<file path="src/rtl/bicubic_load_scheduler.sv">
// Frame-level scheduler for bicubic window loads: one request per 4-pixel quad, a line at a time.
// Optional BICUBIC_SCHED_STATS_EN adds a saturating stall-cycle counter output.
module bicubic_load_scheduler #(
    parameter int unsigned LOADS_PER_LINE = 320,
    parameter int unsigned LINES          = 180,
    parameter int unsigned SETTLE         = 4,
    parameter int unsigned MAX_INFLIGHT   = 2
) (
    input  logic        i_clk,
    input  logic        i_rstn,
    input  logic        i_start,
    input  logic        i_load_ready,
    input  logic        i_eol,
    output logic        o_req_valid,
    input  logic        i_req_ready,
    output logic [8:0]  o_req_x,
    output logic [7:0]  o_req_y,
    output logic        o_busy,
    output logic        o_frame_done
`ifdef BICUBIC_SCHED_STATS_EN
    ,
    output logic [31:0] o_stall_cycles
`endif
);

    localparam logic [2:0] ST_IDLE   = 3'd0;
    localparam logic [2:0] ST_ARM    = 3'd1;
    localparam logic [2:0] ST_ISSUE  = 3'd2;
    localparam logic [2:0] ST_SETTLE = 3'd3;
    localparam logic [2:0] ST_DRAIN  = 3'd4;

    localparam int unsigned IW = $clog2(MAX_INFLIGHT + 1);
    localparam int unsigned SW = $clog2(SETTLE + 1);

    localparam logic [8:0]    X_LAST      = 9'(LOADS_PER_LINE - 1);
    localparam logic [7:0]    Y_LAST      = 8'(LINES - 1);
    localparam logic [IW-1:0] INFL_MAX    = IW'(MAX_INFLIGHT);
    localparam logic [SW-1:0] SETTLE_LAST = SW'(SETTLE - 1);

    logic [2:0]    state_q, state_d;
    logic [8:0]    x_q, x_d;
    logic [7:0]    y_q, y_d;
    logic          valid_q, valid_d;
    logic          busy_q, busy_d;
    logic          done_q, done_d;
    logic [IW-1:0] inflight_q, inflight_d;
    logic [SW-1:0] settle_q, settle_d;

    logic gate, grant, arm, dec;

    // The line gate is only looked at in ARM, so a line never starts half-way through the buffer.
    assign gate  = i_load_ready && (inflight_q < INFL_MAX);
    assign grant = valid_q && i_req_ready;
    assign arm   = (state_q == ST_ARM) && gate;
    assign dec   = i_eol && (inflight_q != '0);

    always_comb begin
        state_d  = state_q;
        x_d      = x_q;
        y_d      = y_q;
        settle_d = settle_q;
        done_d   = 1'b0;
        case (state_q)
            ST_IDLE: begin
                if (i_start) begin
                    state_d = ST_ARM;
                    x_d     = '0;
                    y_d     = '0;
                end
            end
            ST_ARM: begin
                if (gate) state_d = ST_ISSUE;
            end
            ST_ISSUE: begin
                if (grant) begin
                    if (x_q == X_LAST) begin
                        x_d = '0;
                        if (y_q == Y_LAST) begin
                            state_d = ST_DRAIN;
                        end else begin
                            y_d      = y_q + 8'd1;
                            settle_d = '0;
                            state_d  = ST_SETTLE;
                        end
                    end else begin
                        x_d = x_q + 9'd1;
                    end
                end
            end
            ST_SETTLE: begin
                if (settle_q == SETTLE_LAST) begin
                    settle_d = '0;
                    state_d  = ST_ARM;
                end else begin
                    settle_d = settle_q + 1'b1;
                end
            end
            ST_DRAIN: begin
                if (inflight_q == '0) begin
                    done_d  = 1'b1;
                    state_d = ST_IDLE;
                end
            end
            default: state_d = ST_IDLE;
        endcase
        valid_d = (state_d == ST_ISSUE);
        busy_d  = (state_d != ST_IDLE);
    end

    always_comb begin
        inflight_d = inflight_q;
        if (arm && !dec) begin
            inflight_d = inflight_q + 1'b1;
        end else if (!arm && dec) begin
            inflight_d = inflight_q - 1'b1;
        end
    end

    always_ff @(posedge i_clk) begin
        if (!i_rstn) begin
            state_q    <= ST_IDLE;
            x_q        <= '0;
            y_q        <= '0;
            valid_q    <= 1'b0;
            busy_q     <= 1'b0;
            done_q     <= 1'b0;
            inflight_q <= '0;
            settle_q   <= '0;
        end else begin
            state_q    <= state_d;
            x_q        <= x_d;
            y_q        <= y_d;
            valid_q    <= valid_d;
            busy_q     <= busy_d;
            done_q     <= done_d;
            inflight_q <= inflight_d;
            settle_q   <= settle_d;
        end
    end

    assign o_req_valid  = valid_q;
    assign o_req_x      = x_q;
    assign o_req_y      = y_q;
    assign o_busy       = busy_q;
    assign o_frame_done = done_q;

`ifdef BICUBIC_SCHED_STATS_EN
    logic [31:0] stall_q, stall_d;
    logic        stall_ev;

    assign stall_ev = ((state_q == ST_ARM) && !gate) || (valid_q && !i_req_ready);

    always_comb begin
        stall_d = stall_q;
        if ((state_q == ST_IDLE) && i_start) begin
            stall_d = '0;
        end else if (stall_ev && (stall_q != 32'hFFFF_FFFF)) begin
            stall_d = stall_q + 32'd1;
        end
    end

    always_ff @(posedge i_clk) begin
        if (!i_rstn) begin
            stall_q <= '0;
        end else begin
            stall_q <= stall_d;
        end
    end

    assign o_stall_cycles = stall_q;
`endif

endmodule

</file>
<file path="config.mk">
export PLATFORM = sky130hd
export DESIGN_NAME = bicubic_load_scheduler
export DESIGN_NICKNAME = d
export VERILOG_FILES = /design/src/rtl/bicubic_load_scheduler.sv
export SDC_FILE = /design/constraint.sdc
export NUM_CORES = 1
export LEC_CHECK = 0
export CAP_MARGIN = 20
export CELL_PAD_IN_SITES_DETAIL_PLACEMENT = 2
export CELL_PAD_IN_SITES_GLOBAL_PLACEMENT = 2
export CORE_MARGIN = 1.5
export CORE_UTILIZATION = 30
export DETAILED_ROUTE_END_ITERATION = 12
export MAX_ROUTING_LAYER = met4
export PLACE_DENSITY_LB_ADDON = 0.1
export REMOVE_ABC_BUFFERS = 1
export SETUP_SLACK_MARGIN = 0.05
export SYNTH_ARGS = -nofsm -noshare
export SYNTH_HDL_FRONTEND = slang
export SYNTH_SLANG_ARGS = --single-unit
</file>
<file path="constraint.sdc">
create_clock -name i_clk -period 2.5 [get_ports i_clk]
set_clock_uncertainty 0.2 [all_clocks]
set_input_delay 0.375 -clock i_clk [delete_from_list [all_inputs] [get_ports i_clk]]
set_output_delay 0.375 -clock i_clk [all_outputs]
set_load 0.01 [all_outputs]
</file>
# == Word level (Yosys, flattened, before mapping) ==
# Cells that the tools add are included.
# totals
reg_bits,28
latchBits,0
ramBits,0
mem_bits_ro,0
output_inout_bits,20
word_cells,70
mem_count,0
# op_classes
addsub,5
mul,0
div_mod_pow,0
order_cmp,1
eq_ne,12
n_shift,0
n_mux,25
bitwise,0
n_reduce_logical,19
# op_table
operator,count
$mux W3,11
$mux W8,4
$mux W9,3
$pmux W9 S2,1
$pmux W8 S2,1
$pmux W3 S5,1
$eq A3 B2 Y1 const B,4
$add A9 B1 Y9 const B,1
$eq A9 B9 Y1 const B,1
$add A8 B1 Y8 const B,1
$eq A8 B8 Y1 const B,1
$ne A2 B2 Y1 const B,4
$reduce_bool A2 Y1,4
$logic_and A1 B1 Y1,6
$pmux W3 S2,1
$reduce_and A5 Y1,1
$mux W2,2
$reduce_and A4 Y1,1
$add A3 B1 Y3 const B,1
$eq A3 B1 Y1 const B,1
$eq A3 B3 Y1 const B,1
$logic_not A3 Y1,1
$reduce_and A3 Y1,1
$reduce_bool A3 Y1,1
other kinds (7),8

# == Logic depth before layout (Yosys ltp) ==
# logic_depth
ltp_word,7
depth_mapped,7
depth_no_buf,6

# == Worst setup path before layout ==
# OpenSTA, ideal clock, no wires.
# synth_path
kind,in2reg
start,input i_load_ready
end,register inflight_q[1]
arrival_time_ns,1.840
required_time_ns,2.224
slack_ns,0.384
cell_stages,5
n_path_buf,0
path_cell_list,or3b_2 -> nor3b_1 -> ha_1 -> or3_1 -> a21boi_0
# synth_via
elab_chain_cells,5
# synth_rtl
element,line_no,source
from (decl),12,"input logic i_load_ready,"
$logic_and A1 B1 Y1 (*),52,assign gate = i_load_ready && (inflight_q < INFL_MAX);
$logic_and A1 B1 Y1 (*),54,assign arm = (state_q == ST_ARM) && gate;
$logic_not A1 Y1,114,end else if (!arm && dec) begin
$logic_and A1 B1 Y1,114,
$reduce_bool A2 Y1 (no line),-,
to (signal assigned),136,inflight_q <= inflight_d;
to (decl),46,"logic [IW-1:0] inflight_q, inflight_d;"
# Mark *: on every way between the ends. The rest lies on a longest branch, timed or not.
# A chain may end at the register's enable or synchronous reset.

# == Worst setup path in the final report ==
# Ends and elaborated chain as after synthesis.

==> flow_summary_export.csv <==
group,metric,value,unit
layout,seqCellArea,560.5,um2
hold_path,hold_depth,2,
logic_synthesis,async_reset_ff_share,0,%
run,cap_violations,0,
power_and_ir_drop,ir_drop,0.2565,mV
place,io_buffers,25,
clock_network,cts_tree,"yes",
detailed_routing,vias,1314,
critical_path,path_class,"input port to register",
critical_path,rrSetupSlack,0.34,ns
sta,finalHoldWorstSlack,0.2519,ns
grt,grt_use_total,17.09,%
floorplan,coreArea,4414,um2
floorplan,die_y,71.16,um
layout,layout_common_cells,"dfxtp_1 (28), clkdlybuf4s50_1 (25), nand2_1 (21), nor2_1 (12), a21oi_1 (11)",
detailed_routing,routed_wl,3943,um
critical_path,critical_path.slowest_cell,"or3b_2",
hold_path,hold_end,"settle_q[2]",
critical_path,rr_worst_depth,5,
grt,gr-total-overflow,0,
sta,period_share,92.59,%
detailed_routing,met1Wirelength,1845,um
floorplan,rows,24,
layout,area_growth,27.47,%
critical_path,crit_fanout,2,
sta,rsz0062_at_grt,"no",
floorplan,initial_core_util,31.58,%
detailed_routing,ant_nets,0,
critical_path,end_kind,"register",
logic_synthesis,ys_types,41,
grt,grt_antenna_before_repair,0,
clock_network,clockBufferDepth,2,
logic_synthesis,synthCells,162,
detailed_routing,top_layer,"met4",
detailed_routing,wl_met3,94,um
logic_synthesis,synth_edf_count,0,
sta,tightestPinTransition,0.5292,ns
critical_path,timing.rr.end,"inflight_q[1]",
layout,fin_nets,205,
clock_network,htree_levels,1,
logic_synthesis,yosysWarnings,0,
place,dpl_cell_area,1730,um2
logic_synthesis,post-synth-top-area-cell,"dfxtp_1",
floorplan,io_pins,26,
detailed_routing,drtIter0Drc,56,
floorplan,die_w,71.16,um
layout,antenna_cells,0,
place,place.gp.congestion,0.7575,
clock_network,cts_hold_buf,0,
clock_network,cts.sinks,28,
clock_network,clock-root-buffer,"clkbuf_8",
logic_synthesis,postSynthAreaPerCell,8.604,um2
clock_network,clk_pin_slew,0.09,ns
sta,relSlewSlack,64.72,%
logic_synthesis,synth_top_area_share,40.22,%
layout,fillers,481,
logic_synthesis,synth_area_leaders,"dfxtp_1 (40%), nand2_1 (5.7%), a21oi_1 (3.9%), xor2_1 (3.8%), ha_1 (3.6%)",
sta,fin_crit,2.315,ns
power_and_ir_drop,power_density,633.6,nW/um2
sta,setup_viol,0,
detailed_routing,wire_per_inst,16.09,um
grt,grt_pass1_wl,6789,um
layout,final_common_cell,"dfxtp_1",
logic_synthesis,ys_seq_area_share,40.22,%
grt,first_global_vias,1434,
critical_path,r2r_start,"inflight_q[1]",
logic_synthesis,ys_seq_elements,28,
sta,fmaxAchievable,0.4320,GHz
critical_path,crit_start,"i_load_ready",
critical_path,crit_path_start_kind,"input port",
hold_path,hold_class,"register to register",
critical_path,worstPathArrival,2.32,ns
sta,slew_violations,0,
clock_network,insertion_delay,0.27,ns
outcome,status,"completed",
detailed_routing,viasPerCell,5.363,
power_and_ir_drop,leakage,0.6245,nW
critical_path,critPathMaxStageDelay,0.46,ns
detailed_routing,drc,0,
layout,drive_above_1_share,11.92,%
critical_path,required,2.51,ns
place,hpwl,3074,um
logic_synthesis,syn_area,1394,um2
clock_network,numCtsBuffers,3,
floorplan,fp.dieArea,5064,um2
logic_synthesis,synth_ff_type,"dfxtp_1",
grt,grt_max_degree,16,
detailed_routing,firstDrtPassIters,4,
hold_path,hp-start,"settle_q[2]",
critical_path,crit_chain,"clkdlybuf4s50_1, or3b_2, nor3b_2, ha_1, or3_1, a21boi_0",
detailed_routing,met2_length,1969,um
layout,multi_input_area,788.3,um2
sta,hold_violations,0,
layout,final_area,1777,um2
==> Yosys cell counts (all sizes together), types with 3 or more instances <==
cell type,count
o31ai,5
nor2,12
nand3,8
and2,3
and4,3
o22ai,3
o21ai,9
a21oi,12
buf,4
a21boi,4
xor2,6
or4,5
nand2b,3
and3,3
nor3,3
nand4,5
ha,4
nand2,21
xnor2,4
dfxtp,28
==> layout make-up <==
cell class,count,share of cell area (%)
Clock buffer,3,2.324
Inverter,1,0.2113
Multi-Input combinational cell,127,44.37
Sequential cell,28,31.55
Tap cell,52,3.662
Timing Repair Buffer,34,17.89
==> sequential cells by signal, summed over array words and instances (netlist names) <==
signal	count
o_req_x	9
o_req_valid	1
o_req_y	8
state_q	3
settle_q	3
inflight_q	2
o_busy	1
o_frame_done	1
==> worst max-delay path: cells and delay by family <==
kind / cells / cell delay [ns]
adder cells (fa/ha/maj): 1 / 0.27
AO/OA/AOI/OAI: 1 / 0.16
AND/OR/NAND/NOR: 3 / 1.06
buffers and inverters: 1 / 0.45
==> logic make-up (layout without fill, tap and decap cells) <==
| group | after synthesis | count (layout) | share of synthesized area (%) |
|---|---|---|---|
| fa+ha+maj | 4 | 4 | 3.591 |
| compound gates | 39 | 39 | 17.68 |
| xor+xnor | 10 | 10 | 6.283 |
| flops | 28 | 28 | 40.22 |
| simple gates | 74 | 74 | 28.64 |
| buf+inv | 7 | 38 | 3.590 |
==> power by group <==
| group | leakage [nW] | internal (mW) | switching [mW] |
|---|---|---|---|
| Sequential | 0.227 | 0.486 | 0.0474 |
| Clock | 0.0216 | 0.108 | 0.139 |
| Combinational | 0.376 | 0.155 | 0.190 |
==> stage by stage <==
| stage | total power, mW | setup slack [ns] | util [%] | instances | TNS [ns] |
|---|---|---|---|---|---|
| global placement | 0.8638 | -0.09283 | 39.20 | 242 | -0.1337 |
| floorplan | 0.7322 | 0.3844 | - | 156 | 0 |
| detailed placement | 0.8904 | -0.2058 | 39.20 | 242 | -0.3220 |
| global route | 1.213 | 0.09839 | 40.25 | 245 | 0 |
| CTS | 1.143 | 0.06870 | 40.14 | 245 | 0 |
| finish | 1.126 | 0.1852 | 40.25 | 245 | 0 |
==> routing by layer <==
metal / global-route usage [%] / vias up
li1: - / 654
met1: 20.19 / 634
met2: 30.35 / 22
met3: 2.422 / 4
met4: 4.193 / 0
met5: - / -
==> how the worst max path moves through the flow <==
stage               endpoint  slack, ns  cells after the start
3_5_place_dp   inflight_q[1]      -0.21                      6
4_1_cts        inflight_q[1]       0.07                      6
2_1_floorplan  inflight_q[1]       0.38                      5
6_report       inflight_q[1]       0.19                      6
5_1_grt        inflight_q[1]        0.1                      6
3_3_place_gp   inflight_q[1]      -0.09                      6
==> what timing repair did <==
item	CTS	global route
endpoints found under the setup margin	0	1
gates resized for setup	0	1
setup buffers	0	0
Power figures use the tool's default switching activity.
